**config.mk**
```make
export PLATFORM = sky130hd
export DESIGN_NAME = uart_rx_byte
export DESIGN_NICKNAME = d
export VERILOG_FILES = /design/src/rtl/uart_rx_byte.sv
export SDC_FILE = /design/constraint.sdc
export NUM_CORES = 1
export LEC_CHECK = 0
export CAP_MARGIN = 30
export CORE_ASPECT_RATIO = 0.9
export CORE_UTILIZATION = 40
export CTS_BUF_LIST = sky130_fd_sc_hd__clkbuf_8
export CTS_CLUSTER_SIZE = 40
export DETAILED_ROUTE_END_ITERATION = 12
export GPL_TIMING_DRIVEN = 0
export PLACE_DENSITY = 0.65
export SETUP_SLACK_MARGIN = 0.4
export SLEW_MARGIN = 20
export SYNTH_ARGS = -nofsm -noshare
export SYNTH_HDL_FRONTEND = slang
export SYNTH_SLANG_ARGS = --single-unit
```
**constraint.sdc**
```tcl
create_clock -name sclk -period 4.78 [get_ports sclk]
set_input_delay 0.478 -clock sclk [delete_from_list [all_inputs] [get_ports sclk]]
set_output_delay 0.478 -clock sclk [all_outputs]
set_load 0.005 [all_outputs]
```
**src/rtl/uart_rx_byte.sv**
```systemverilog
// uart_rx_byte: 8N1 serial receiver with mid-bit sampling.
// Emits one-cycle rx_flag per good byte, frame_err on low stop bit.
module uart_rx_byte #(
   parameter int unsigned BAUD_END = 5207,
   parameter int unsigned BIT_MID  = 2603
) (
   input  logic       sclk,
   input  logic       rst_n,
   input  logic       rx,
   output logic [7:0] rx_data,
   output logic       rx_flag,
   output logic       frame_err
);

   localparam logic [12:0] L_END = 13'(BAUD_END);
   localparam logic [12:0] L_MID = 13'(BIT_MID);

   typedef enum logic [1:0] {
      S_IDLE,
      S_START,
      S_DATA,
      S_STOP
   } state_t;

   state_t      r_state;
   state_t      w_next;
   logic        r_rx1;
   logic        r_rx2;
   logic        r_rx3;
   logic [12:0] r_baud_cnt;
   logic [2:0]  r_bit_cnt;
   logic [7:0]  r_shift;
   logic [7:0]  r_rx_data;
   logic        r_rx_flag;
   logic        r_frame_err;

   logic        w_start_edge;
   logic        w_mid;
   logic        w_end;
   logic        w_shift_en;
   logic        w_load;
   logic        w_err;
   logic        w_bit_inc;
   logic        w_bit_clr;

   assign w_start_edge = ~r_rx2 & r_rx3;
   assign w_mid        = (r_baud_cnt == L_MID);
   assign w_end        = (r_baud_cnt == L_END);

   // Three-flop synchronizer; rx2 is the sampled line, rx3 its history.
   always_ff @(posedge sclk or negedge rst_n) begin
      if (!rst_n) begin
         r_rx1 <= 1'b1;
         r_rx2 <= 1'b1;
         r_rx3 <= 1'b1;
      end else begin
         r_rx1 <= rx;
         r_rx2 <= r_rx1;
         r_rx3 <= r_rx2;
      end
   end

   // State register.
   always_ff @(posedge sclk or negedge rst_n) begin
      if (!rst_n) begin
         r_state <= S_IDLE;
      end else begin
         r_state <= w_next;
      end
   end

   // Next-state and per-cycle action decode.
   always_comb begin
      w_next     = r_state;
      w_shift_en = 1'b0;
      w_load     = 1'b0;
      w_err      = 1'b0;
      w_bit_inc  = 1'b0;
      w_bit_clr  = 1'b0;
      unique case (r_state)
         S_IDLE: begin
            if (w_start_edge) begin
               w_next = S_START;
            end
         end
         S_START: begin
            w_bit_clr = 1'b1;
            if (w_mid && r_rx2) begin
               w_next = S_IDLE;
            end else if (w_end) begin
               w_next = S_DATA;
            end
         end
         S_DATA: begin
            w_shift_en = w_mid;
            if (w_end) begin
               w_bit_inc = 1'b1;
               if (r_bit_cnt == 3'd7) begin
                  w_next = S_STOP;
               end
            end
         end
         S_STOP: begin
            // Leave at mid-stop so a back-to-back start edge is caught.
            if (w_mid) begin
               w_next = S_IDLE;
               w_load = r_rx2;
               w_err  = ~r_rx2;
            end
         end
         default: begin
            w_next = S_IDLE;
         end
      endcase
   end

   // Baud counter: held at 0 in IDLE, wraps after BAUD_END.
   always_ff @(posedge sclk or negedge rst_n) begin
      if (!rst_n) begin
         r_baud_cnt <= '0;
      end else if (r_state == S_IDLE || w_next == S_IDLE || w_end) begin
         r_baud_cnt <= '0;
      end else begin
         r_baud_cnt <= r_baud_cnt + 13'd1;
      end
   end

   // Data bit counter.
   always_ff @(posedge sclk or negedge rst_n) begin
      if (!rst_n) begin
         r_bit_cnt <= '0;
      end else if (w_bit_clr) begin
         r_bit_cnt <= '0;
      end else if (w_bit_inc) begin
         r_bit_cnt <= r_bit_cnt + 3'd1;
      end
   end

   // LSB-first shift register, filled at mid-bit.
   always_ff @(posedge sclk or negedge rst_n) begin
      if (!rst_n) begin
         r_shift <= '0;
      end else if (w_shift_en) begin
         r_shift <= {r_rx2, r_shift[7:1]};
      end
   end

   // Registered outputs: byte latch and one-cycle strobes.
   always_ff @(posedge sclk or negedge rst_n) begin
      if (!rst_n) begin
         r_rx_data   <= 8'h00;
         r_rx_flag   <= 1'b0;
         r_frame_err <= 1'b0;
      end else begin
         r_rx_flag   <= w_load;
         r_frame_err <= w_err;
         if (w_load) begin
            r_rx_data <= r_shift;
         end
      end
   end

   assign rx_data   = r_rx_data;
   assign rx_flag   = r_rx_flag;
   assign frame_err = r_frame_err;

endmodule

```
-- Word-level counts from Yosys, hierarchy flattened
Index checks and enable logic that the tools add are counted.
- word-level logic and storage cells: 44
- output and inout port bits: 10
- register bits after elaboration: 39
- input port bits: 3
- equal/unequal tests: 6
- bitwise operators: 2
- mux-type cells: 18
- add/sub/neg operators: 2
- reduce and logical (&&, ||, !) cells: 6
- operators with widths (cell ; count):
    $add 13x1->13 const B ; 1
    $eq 13x12->1 const B ; 1
    $eq 13x13->1 const B ; 1
    $mux 13 ; 1
    $mux 2 ; 6
    $mux 1 ; 8
    $pmux 2 s4 ; 1
    $mux 3 ; 2
    $eq 2x2->1 const B ; 2
    $logic_not 2->1 ; 2
    $add 3x1->3 const B ; 1
    $eq 3x3->1 const B ; 1
    $eq 2x1->1 const B ; 1
    $logic_or 1x1->1 ; 2
    $reduce_bool 2->1 ; 1
    $and 1x1->1 ; 1
    $logic_and 1x1->1 ; 1
    $not 1->1 ; 1

-- Logic depth before layout (Yosys ltp)
Gate-level depths: netlist of the first run.
- word-level depth: 8
- gate-level depth with buffers: 7

-- Least setup slack after synthesis of the first run
Ideal clock, no wire load.
- path kind: register -> register
- start: register r_baud_cnt[0]
- end: register r_baud_cnt[10]
- setup slack: 2902 ps
- data required time: 4661 ps
- arrival: 1759 ps
- cell stages (with the launch flop): 7
- cells stage by stage: dfrtp_1 > ha_1 > or4bb_1 > nor4_2 > a211o_2 > buf_4 > nor2_1
- longest elaborated chain between the ends: 8
- elaborated cells on any way between the ends: 13
- those cells by class: add/sub: 1; eq/ne: 2; mux: 6; reduce/logical: 4
- ends and longest elaborated chain (element ; line ; RTL):
    start, declared ; 30 ; logic [12:0] r_baud_cnt;
    start signal, assigned ; 124 ; r_baud_cnt <= r_baud_cnt + 13'd1;
    $eq 13x13->1 / $eq 13x12->1 (equally long branches) ; 48, 47 ;
    $mux 2 / $logic_and 1x1->1 (equally long branches) ; 90, 88 ;
    $mux 2 ; 88 ; if (w_mid && r_rx2) begin
    $pmux 2 s4 ; 80 ; unique case (r_state)
    $logic_not 2->1 ; 121 ; end else if (r_state == S_IDLE || w_next == S_IDLE || w_end) begin
    $logic_or 1x1->1 (2 in series) ; 121 ;
    $mux 13 (*) ; 121 ;
Every way passes the cells marked *; elsewhere a longest branch is shown, timed or not.
A chain may end at the register's enable or synchronous reset.

-- Worst setup path in the final report of the first run
- start: register r_baud_cnt[0]
- end: register r_shift[3]
- longest elaborated chain between the ends: 2
- ends and longest elaborated chain (element ; line ; RTL):
    $eq 13x12->1 ; 47 ; assign w_mid = (r_baud_cnt == L_MID);
    $mux 1 ; 80 ;
    end signal, assigned ; 144 ; r_shift <= {r_rx2, r_shift[7:1]};
    end, declared ; 32 ; logic [7:0] r_shift;
No other way between the ends.

==> run metrics, run 1 <==
worst-path fanout max 8; Rows 22; Initial Utilization a little over two fifths; Final Hold Violating Endpoints 0; CTS resizes 0; Synth Area per Inst around 12 um^2; max_cap viols 0; routed vias/inst ~5; via count around 1200; Ys Warns 0; Pre-antenna DRT Iters 4; leading post-synthesis cells by cell area dfrtp_1 (51%), mux2_2 (10%), dfstp_2 (4.4%), xnor2_1 (3.4%), nor2_1 (2.9%); antenna violations before repair 0; Achievable Freq 0.4746 GHz; area share of the largest cell type after synthesis approximately half; unrepaired setup endpoints after global routing false; grt total ovfl 0; period utilization between 40% and 50%; Lkg Pwr between 0.9 and 1 nW; Initial DRC Count 74; DP HPWL about 2.2 mm; register clock-pin slew on the reported worst setup and hold paths approximately 0.07 ns; CTS H-tree lvls 2; worst slack, placed between 2 and 3 ns; final net count approximately 180; Antenna diodes 0; Setup Crit Path Kind reg2reg; PortBufs 12; crit end category flip-flop; IO Pins 13; clk buf depth 2; final WL roughly 3 mm; DRT antenna net count 0; vias in the first global route 1229; Netlist cell types 37; post-detailed-route wirelength per cell 13.00 um; share of layout cells above drive strength 1 between 20% and 30%; total negative slack 0 ns; worst hold margin about 0.067 ns; Worst Tran Pin Value 0.4772 ns; CP required about 5 ns; Mapped Cells 150; Die ar. about 0.0047 mm^2; largest net degree at the start of global routing 29; Clock Latency Late Sink 0.28 ns; dominant synthesized flop cell dfrtp_1; count of state elements after synthesis 39; first-pass GRT wire length about 5.7 mm; Post-synth EDFFs 0; setup skew after layout between 0.003 and 0.004 ns; clock sinks 39; synthesized area ~0.0018 mm^2; Startpoint Class flip-flop; cell type with the largest total area after synthesis dfrtp_1; clock tree root buffer cell clkbuf_8; Post-route DRC 0; Setup Buffers After CTS 0; Synth async-reset ratio 100.0%; GP Congestion between 0.8 and 0.9; Hold/Removal Path Class in2async; outcome complete, no violations; Final Slew Violations 0; DIE HEIGHT between 60 and 70 um; Worst slew margin 68.09%; synthesis-to-layout area growth 19.45%; Commonest cells post-synth dfrtp_1 (36), mux2_2 (16), nor2_1 (14); # hold bufs at CTS 0; Data arrival, critical path about 2.3 ns; CORE AREA roughly 0.0042 mm^2; top-count cell post-synth dfrtp_1; die width 72.35 um; pwr dens 370.1 mW/mm^2; Max IR drop VDD ~0.16 mV; fin cells 231; CTS tree built; post-synthesis sequential area ratio 54.99%; min Tclk post-route 2.107 ns; CTS Buf Count 5; gr usage total roughly 16%; total power 0.7878 mW; DP Cell Count 223; final setup margin approximately 2.7 ns; Setup violations, final 0; Syn Nets 156
critical path, cell delays in order (launching register included):
cell	delay [ns]
dfrtp_1	0.41
ha_1	0.28
nor4bb_1	0.43
nand4_1	0.46
mux2_2	0.43
sequential cells by signal (all words and copies together) (netlist names):
register,count
r_bit_cnt,3
rx_data,8
r_shift,8
r_baud_cnt,13
frame_err,1
r_rx3,1
r_state,2
rx_flag,1
r_rx1,1
r_rx2,1
worst paths after layout:
check | slack [ns] | start | end | cells after the start
worst max-delay path | 2.67 | r_baud_cnt[0]$_DFF_PN0_ | r_shift[3]$_DFFE_PN0P_ | 4
worst max register to register | 2.67 | r_baud_cnt[0]$_DFF_PN0_ | r_shift[3]$_DFFE_PN0P_ | 4
max in group asynchronous | 4.20 | rst_n | r_rx1$_DFF_PN1_ | 2
worst min-delay path | 0.07 | rst_n | r_bit_cnt[2]$_DFFE_PN0P_ | 1
worst min register to register | 0.36 | r_rx1$_DFF_PN1_ | r_rx2$_DFF_PN1_ | 0
min in group sclk | 0.36 | r_rx1$_DFF_PN1_ | r_rx2$_DFF_PN1_ | 0
per-layer routing:
metal  global-route usage (%)  routed length (um)  vias to the layer above
li1                         -                   -                      574
met1                    20.26                1421                      580
met2                    25.58                1487                       10
met3                    3.681                  75                        2
met4                    6.127                  18                        0
met5                        0                   0                        -
layout make-up:
type                       instances  area, um^2
clock buffer                       5       68.82
inverter                           5       18.77
sequential                        39       979.7
buffer                             5       23.77
multi-input combinational        101       759.5
clock inverter                     3       67.56
tap                               60       75.07
fill                             390        2056
timing repair buffer              13       135.1
stage by stage:
stage	cell area [um^2]	util, %
CTS	2128	50.87
floorplan	1782	-
detailed placement	1992	47.61
global route	2128	50.87
global placement	1977	47.25
finish	2128	50.87
cell usage in the layout (no fill, tap or decap), drive strengths merged, types with 2 or more instances in the layout:
cell type      count
and2               2
and3               2
buf                4
bufinv             2
clkbuf             8
clkdlybuf4s50     11
dfrtp             36
dfstp              3
ha                 3
inv                5
mux2              16
nand2              8
nand3              7
nand4              4
nor2              14
nor3               5
nor4               2
nor4b              2
nor4bb             5
o211ai             3
o21ai              5
o31ai              2
xnor2              7
xor2               3
report_power, final:
part           total [mW]  switching (mW)  leakage, nW  internal (mW)
combinational      0.0886          0.0486        0.342         0.0400
sequential          0.381          0.0273        0.524          0.354
clock               0.318           0.110       0.0644          0.208
kinds of logic after synthesis:
family | count (synthesis) | share of synthesized area [%]
AOI/OAI and AO/OA | 13 | 4.845
and+or+nand+nor | 59 | 20.65
muxes | 16 | 10.11
xor gates and xnor gates | 10 | 4.916
buffers and inverters | 10 | 2.388
DFF | 39 | 54.99
adders and majority gates | 3 | 2.107
Note: power is estimated with default switching activity, not from simulation.
==> inputs of run 2 (changes only) <==
- clock period: 4.78 -> 2.2 ns (I/O delays scaled with it)
==> run metrics, run 2 (synthesis results as in run 1) <==
outcome complete, no violations; Achievable Freq roughly 0.55 GHz; Final Slew Violations 0; Max IR drop VDD 0.4201 mV; worst-path fanout max 10; launch point of the worst path r_baud_cnt[1]$_DFF_PN0_; most flop-heavy register r_baud_cnt; CTS tree built; CP Cell Sequence ha_4 -> nor4bb_2 -> and3_1 -> clkbuf_2 -> a211o_2 -> buf_6 -> nor2_1; Pre-antenna DRT Iters 4; setup skew after layout approximately 0.013 ns; pwr dens approximately 730 mW/mm^2; synthesis-to-layout area growth 27.74%; share of layout cells above drive strength 1 a little over a third; max_cap viols 0; die width around 72 um; CP required ~2.4 ns; footprint of the multi-input gates roughly 830 um^2; grt total ovfl 0; vias in the first global route 1307; clock sinks 39; Data arrival, critical path around 2 ns; worst r2r path cells 7; min Tclk post-route about 1.8 ns; via count ~1300; Worst Tran Pin Value 0.4160 ns; Initial Utilization 42.58%; commonest cells after routing, fill and taps aside dfrtp_1 (32), mux2_2 (16), clkdlybuf4s50_1 (11), nor2_1 (9), buf_4 (9); final WL 3.579 mm; Worst slew margin 71.88%; routed vias/inst 5.242; DP Cell Count 223; Hold/Removal Path Class in2async; Initial DRC Count 37; leading cell type in the layout, fill and taps excluded dfrtp_1; period utilization approximately 83%; fin cells 244; CORE AREA ~0.0042 mm^2; total negative slack 0 ns; Rows 22; GP Congestion ~0.85; PortBufs 12; first-pass GRT wire length 6.092 mm; DIE HEIGHT 65.32 um; storage element area slightly below 0.001 mm^2; DP HPWL approximately 2.4 mm; CP max stage cell dfrtp_1; antenna violations before repair 0; Final Hold Violating Endpoints 0; CTS H-tree lvls 2; Startpoint Class flip-flop; gr usage total 17.54%; crit end category flip-flop; Setup Crit Path Kind reg2reg; DRT antenna net count 0; clk buf depth 2; CTS Buf Count 5; clock tree root buffer cell clkbuf_8; Die ar. about 0.0047 mm^2; r2r startpoint r_baud_cnt[1]$_DFF_PN0_; register clock-pin slew on the reported worst setup and hold paths approximately 0.09 ns; cell area after layout about 0.0023 mm^2; fill count roughly 370; Post-route DRC 0; Lkg Pwr approximately 0.99 nW; Clock Latency Late Sink around 0.30 ns; Setup violations, final 0; unrepaired setup endpoints after global routing true; Antenna diodes 0; Area after DPL slightly above 0.002 mm^2; largest net degree at the start of global routing 28; final net count approximately 190; worst hold margin approximately 0.33 ns; IO Pins 13; Largest register FFs 13; post-detailed-route wirelength per cell roughly 15 um; crit-path max cell delay 0.40 ns
run 2: cell count changes in the layout (fill, tap and decap cells not counted), moves of 2 or more:
cell,delta
buf_4,+8
buf_6,+3
bufinv_16,-2
clkbuf_1,-2
clkbuf_2,+2
dfrtp_1,-4
dfrtp_2,+4
nor2_1,-5
nor2_2,+4
nor4bb_1,-2
nor4bb_2,+2
run 2: layout make-up:
type | instances | share of cell area [%]
Multi-Input combinational cell | 102 | 36.61
Sequential cell | 39 | 43.27
Tap cell | 60 | 3.299
Clock inverter | 2 | 0.7147
Buffer | 5 | 1.319
Inverter | 5 | 0.8246
Timing Repair Buffer | 25 | 10.34
Clock buffer | 6 | 3.628
run 2: worst paths after layout:
path,endpoint,slack [ns]
max,r_baud_cnt[5]$_DFF_PN0_,0.37
min in group sclk,r_rx1$_DFF_PN1_,0.34
min reg2reg,r_rx2$_DFF_PN1_,0.36
max reg2reg,r_baud_cnt[5]$_DFF_PN0_,0.37
min,r_bit_cnt[2]$_DFFE_PN0P_,0.33
max in group asynchronous,r_rx1$_DFF_PN1_,1.34
run 2: per-layer routing:
| metal | share of wire (%) | vias to the layer above | global-route usage (%) |
|---|---|---|---|
| li1 | - | 601 | - |
| met4 | 2.1 | 0 | 6.618 |
| met5 | 0 | - | 0 |
| met2 | 51 | 14 | 29.21 |
| met1 | 44 | 658 | 21.53 |
| met3 | 2.8 | 6 | 5.061 |
run 2: where the power goes:
group,switching [mW],internal [mW]
Combinational,0.159,0.175
Sequential,0.0503,0.770
Clock,0.259,0.256
Total,0.468,1.20
run 2: critical path, delay by kind of cell, from the launching register on:
family	cells	cell delay, ns
compound gates	1	0.20
buf+inv	2	0.37
fa+ha+maj	1	0.15
simple gates	3	0.61
flops	1	0.40
run 2: per-stage QoR:
stage               utilization [%]  power (mW)  setup WS [ns]
finish                        54.40       1.668         0.3714
global route                  54.40       1.783         0.2985
CTS                           53.20       1.646         0.3588
detailed placement            48.06       1.039         0.1241
global placement              47.70       1.027        0.07421
floorplan                         -      0.9759         0.3935
run 2: repair_timing:
| action | CTS | global route |
|---|---|---|
| hold buffers | 1 | 0 |
| setup buffers | 10 | 0 |
| hold endpoints to repair | 12 | 0 |
| setup endpoints to repair | 34 | 30 |
| pin swaps | 5 | 1 |
| gates cloned | 1 | 1 |
| resized for setup | 6 | 15 |
==> inputs of run 3 (changes only) <==
- PLACE_DENSITY: 0.65 -> 0.67
- clock period: 2.2 -> 1.59 ns (I/O delays scaled with it)
==> run metrics, run 3 (synthesis results as in run 1) <==
share of layout cells above drive strength 1 a little under half; Data arrival, critical path roughly 2.1 ns; CTS H-tree lvls 2; grt total ovfl 0; Worst Tran Pin Value 0.4224 ns; Die ar. 0.004726 mm^2; DP HPWL ~2.5 mm; fin cells approximately 250; Lkg Pwr approximately 1.1 nW; CP required roughly 1.8 ns; Startpoint Class flip-flop; failing checks negative setup slack; commonest cells after routing, fill and taps aside dfrtp_1 (30), mux2_2 (15), buf_6 (13), nor2_2 (10), dlygate4sd2_1 (10); routed vias/inst approximately 5.3; CP top delay family simple AND/OR/NAND/NOR gates; Antenna diodes 0; CP max stage cell or4b_4; PortBufs 12; unrepaired setup endpoints after global routing true; Initial Utilization a little over two fifths; vias in the first global route around 1300; most flop-heavy register r_baud_cnt; DRT antenna net count 0; CORE AREA roughly 0.0042 mm^2; gr usage total 18.03%; first-pass GRT wire length 6.375 mm; Clock Latency Late Sink 0.29 ns; IO Pins 13; Area after DPL between 0.002 and 0.0025 mm^2; DP Cell Count between 200 and 250; clock sinks 39; Largest register FFs 13; Worst Path Buf+Inv 2; antenna violations before repair 0; crit-path max cell delay ~0.60 ns; setup skew after layout 0.005267 ns; Post-route DRC 0; crit end category flip-flop; clock tree root buffer cell clkbuf_8; Most Frequent Cell on Critical Path buf_6; Final Slew Violations 0; clk buf depth 2; max_cap viols 0; Final Hold Violating Endpoints 0; register clock-pin slew on the reported worst setup and hold paths roughly 0.080 ns; synthesis-to-layout area growth 39.19%; via count between 1000 and 1500; leading cell type in the layout, fill and taps excluded dfrtp_1; Worst slew margin 71.44%; CP Cell Sequence or4b_4 -> nor4_4 -> a211o_4 -> buf_6 -> buf_6 -> nor2_2; largest net degree at the start of global routing 25; final setup margin -0.3302 ns; Setup violations, final 31; final WL around 4.0 mm; post-detailed-route wirelength per cell between 15 and 20 um; DIE HEIGHT roughly 65 um; Initial DRC Count 73; period utilization 120.8%; Pre-antenna DRT Iters 4; Rows 22; CTS tree built; Max IR drop VDD 0.9157 mV; CTS Buf Count 5; Hold/Removal Path Class in2reg; worst-path fanout max 5; GP Congestion between 0.8 and 0.9; cell area after layout roughly 0.0025 mm^2; R2R Setup Slk -0.33 ns; outcome finished, violations left; Achievable Freq about 0.52 GHz; pwr dens approximately 960 mW/mm^2; worst hold margin roughly 0.29 ns; Setup Crit Path Kind reg2reg; die width around 72 um; final net count a little under 200; min Tclk post-route between 1.5 and 2 ns
-- run 3: cell types whose count changed in the layout (fill, tap and decap cells not counted), moves of 3 or more --
| cell | previous run | this run |
|---|---|---|
| nand3_1 | 6 | 3 |
| buf_6 | 3 | 13 |
| nor2_1 | 9 | 4 |
| dlygate4sd2_1 | 0 | 10 |
| nor2_2 | 4 | 10 |
| clkdlybuf4s50_1 | 11 | 1 |
-- run 3: layout make-up --
type,instances,area (um^2)
plain buffers,5,41.29
clock buffers,5,68.82
clock inverters,3,20.02
fillers,351,1704
inverters,5,18.77
multi-input cells,102,933.4
flip-flops and latches,39,987.2
well taps,60,75.07
repair buffers,34,335.3
-- run 3: worst register-to-register path, stage by stage (launching register included) --
cell and delay (ns):
dfrtp_2 0.45, or4b_4 0.60, nor4_4 0.32, a211o_4 0.22, buf_6 0.10, buf_6 0.09
nor2_2 0.03
-- run 3: what timing repair did --
action / CTS / global route
setup endpoints to repair: 46 / 36
hold endpoints to repair: 12 / 0
pin swaps: 10 / 8
cloned: 1 / 1
hold buffers: 1 / 0
resized for setup: 29 / 31
buffers inserted: 12 / 7
-- run 3: path summary, 6_finish.rpt --
kind	start	to	cells after the start
max reg2reg	r_baud_cnt[6]$_DFF_PN0_	r_baud_cnt[2]$_DFF_PN0_	6
max	r_baud_cnt[6]$_DFF_PN0_	r_baud_cnt[2]$_DFF_PN0_	6
min	rx	r_rx1$_DFF_PN1_	1
min reg2reg	r_rx1$_DFF_PN1_	r_rx2$_DFF_PN1_	0
max in group asynchronous	rst_n	r_baud_cnt[8]$_DFF_PN0_	3
min in group asynchronous	rst_n	r_baud_cnt[12]$_DFF_PN0_	2
-- run 3: power breakdown --
group	switching (mW)	total, mW	leakage (nW)	internal, mW
Sequential	0.0859	1.15	0.514	1.07
Combinational	0.253	0.566	0.551	0.313
Clock	0.354	0.659	0.0402	0.305
-- run 3: per-stage QoR --
step	utilization [%]	setup TNS [ns]	setup slack, ns	total power, mW
floorplan	-	-4.092	-0.1882	1.380
global placement	48.89	-26.21	-0.4602	1.455
detailed placement	49.43	-10.56	-0.4924	1.480
CTS	55.50	-5.960	-0.2880	2.233
global route	59.27	-8.853	-0.3824	2.492
finish	59.27	-6.925	-0.3302	2.376
-- run 3: per-layer routing --
layer  GRT usage [%]  vias up  share of wire (%)
li1                -      626                  -
met1           22.89      678                 46
met2           29.67       36                 49
met3           4.601        9                3.2
met4           6.618        0                2.0
met5               0        -                  0
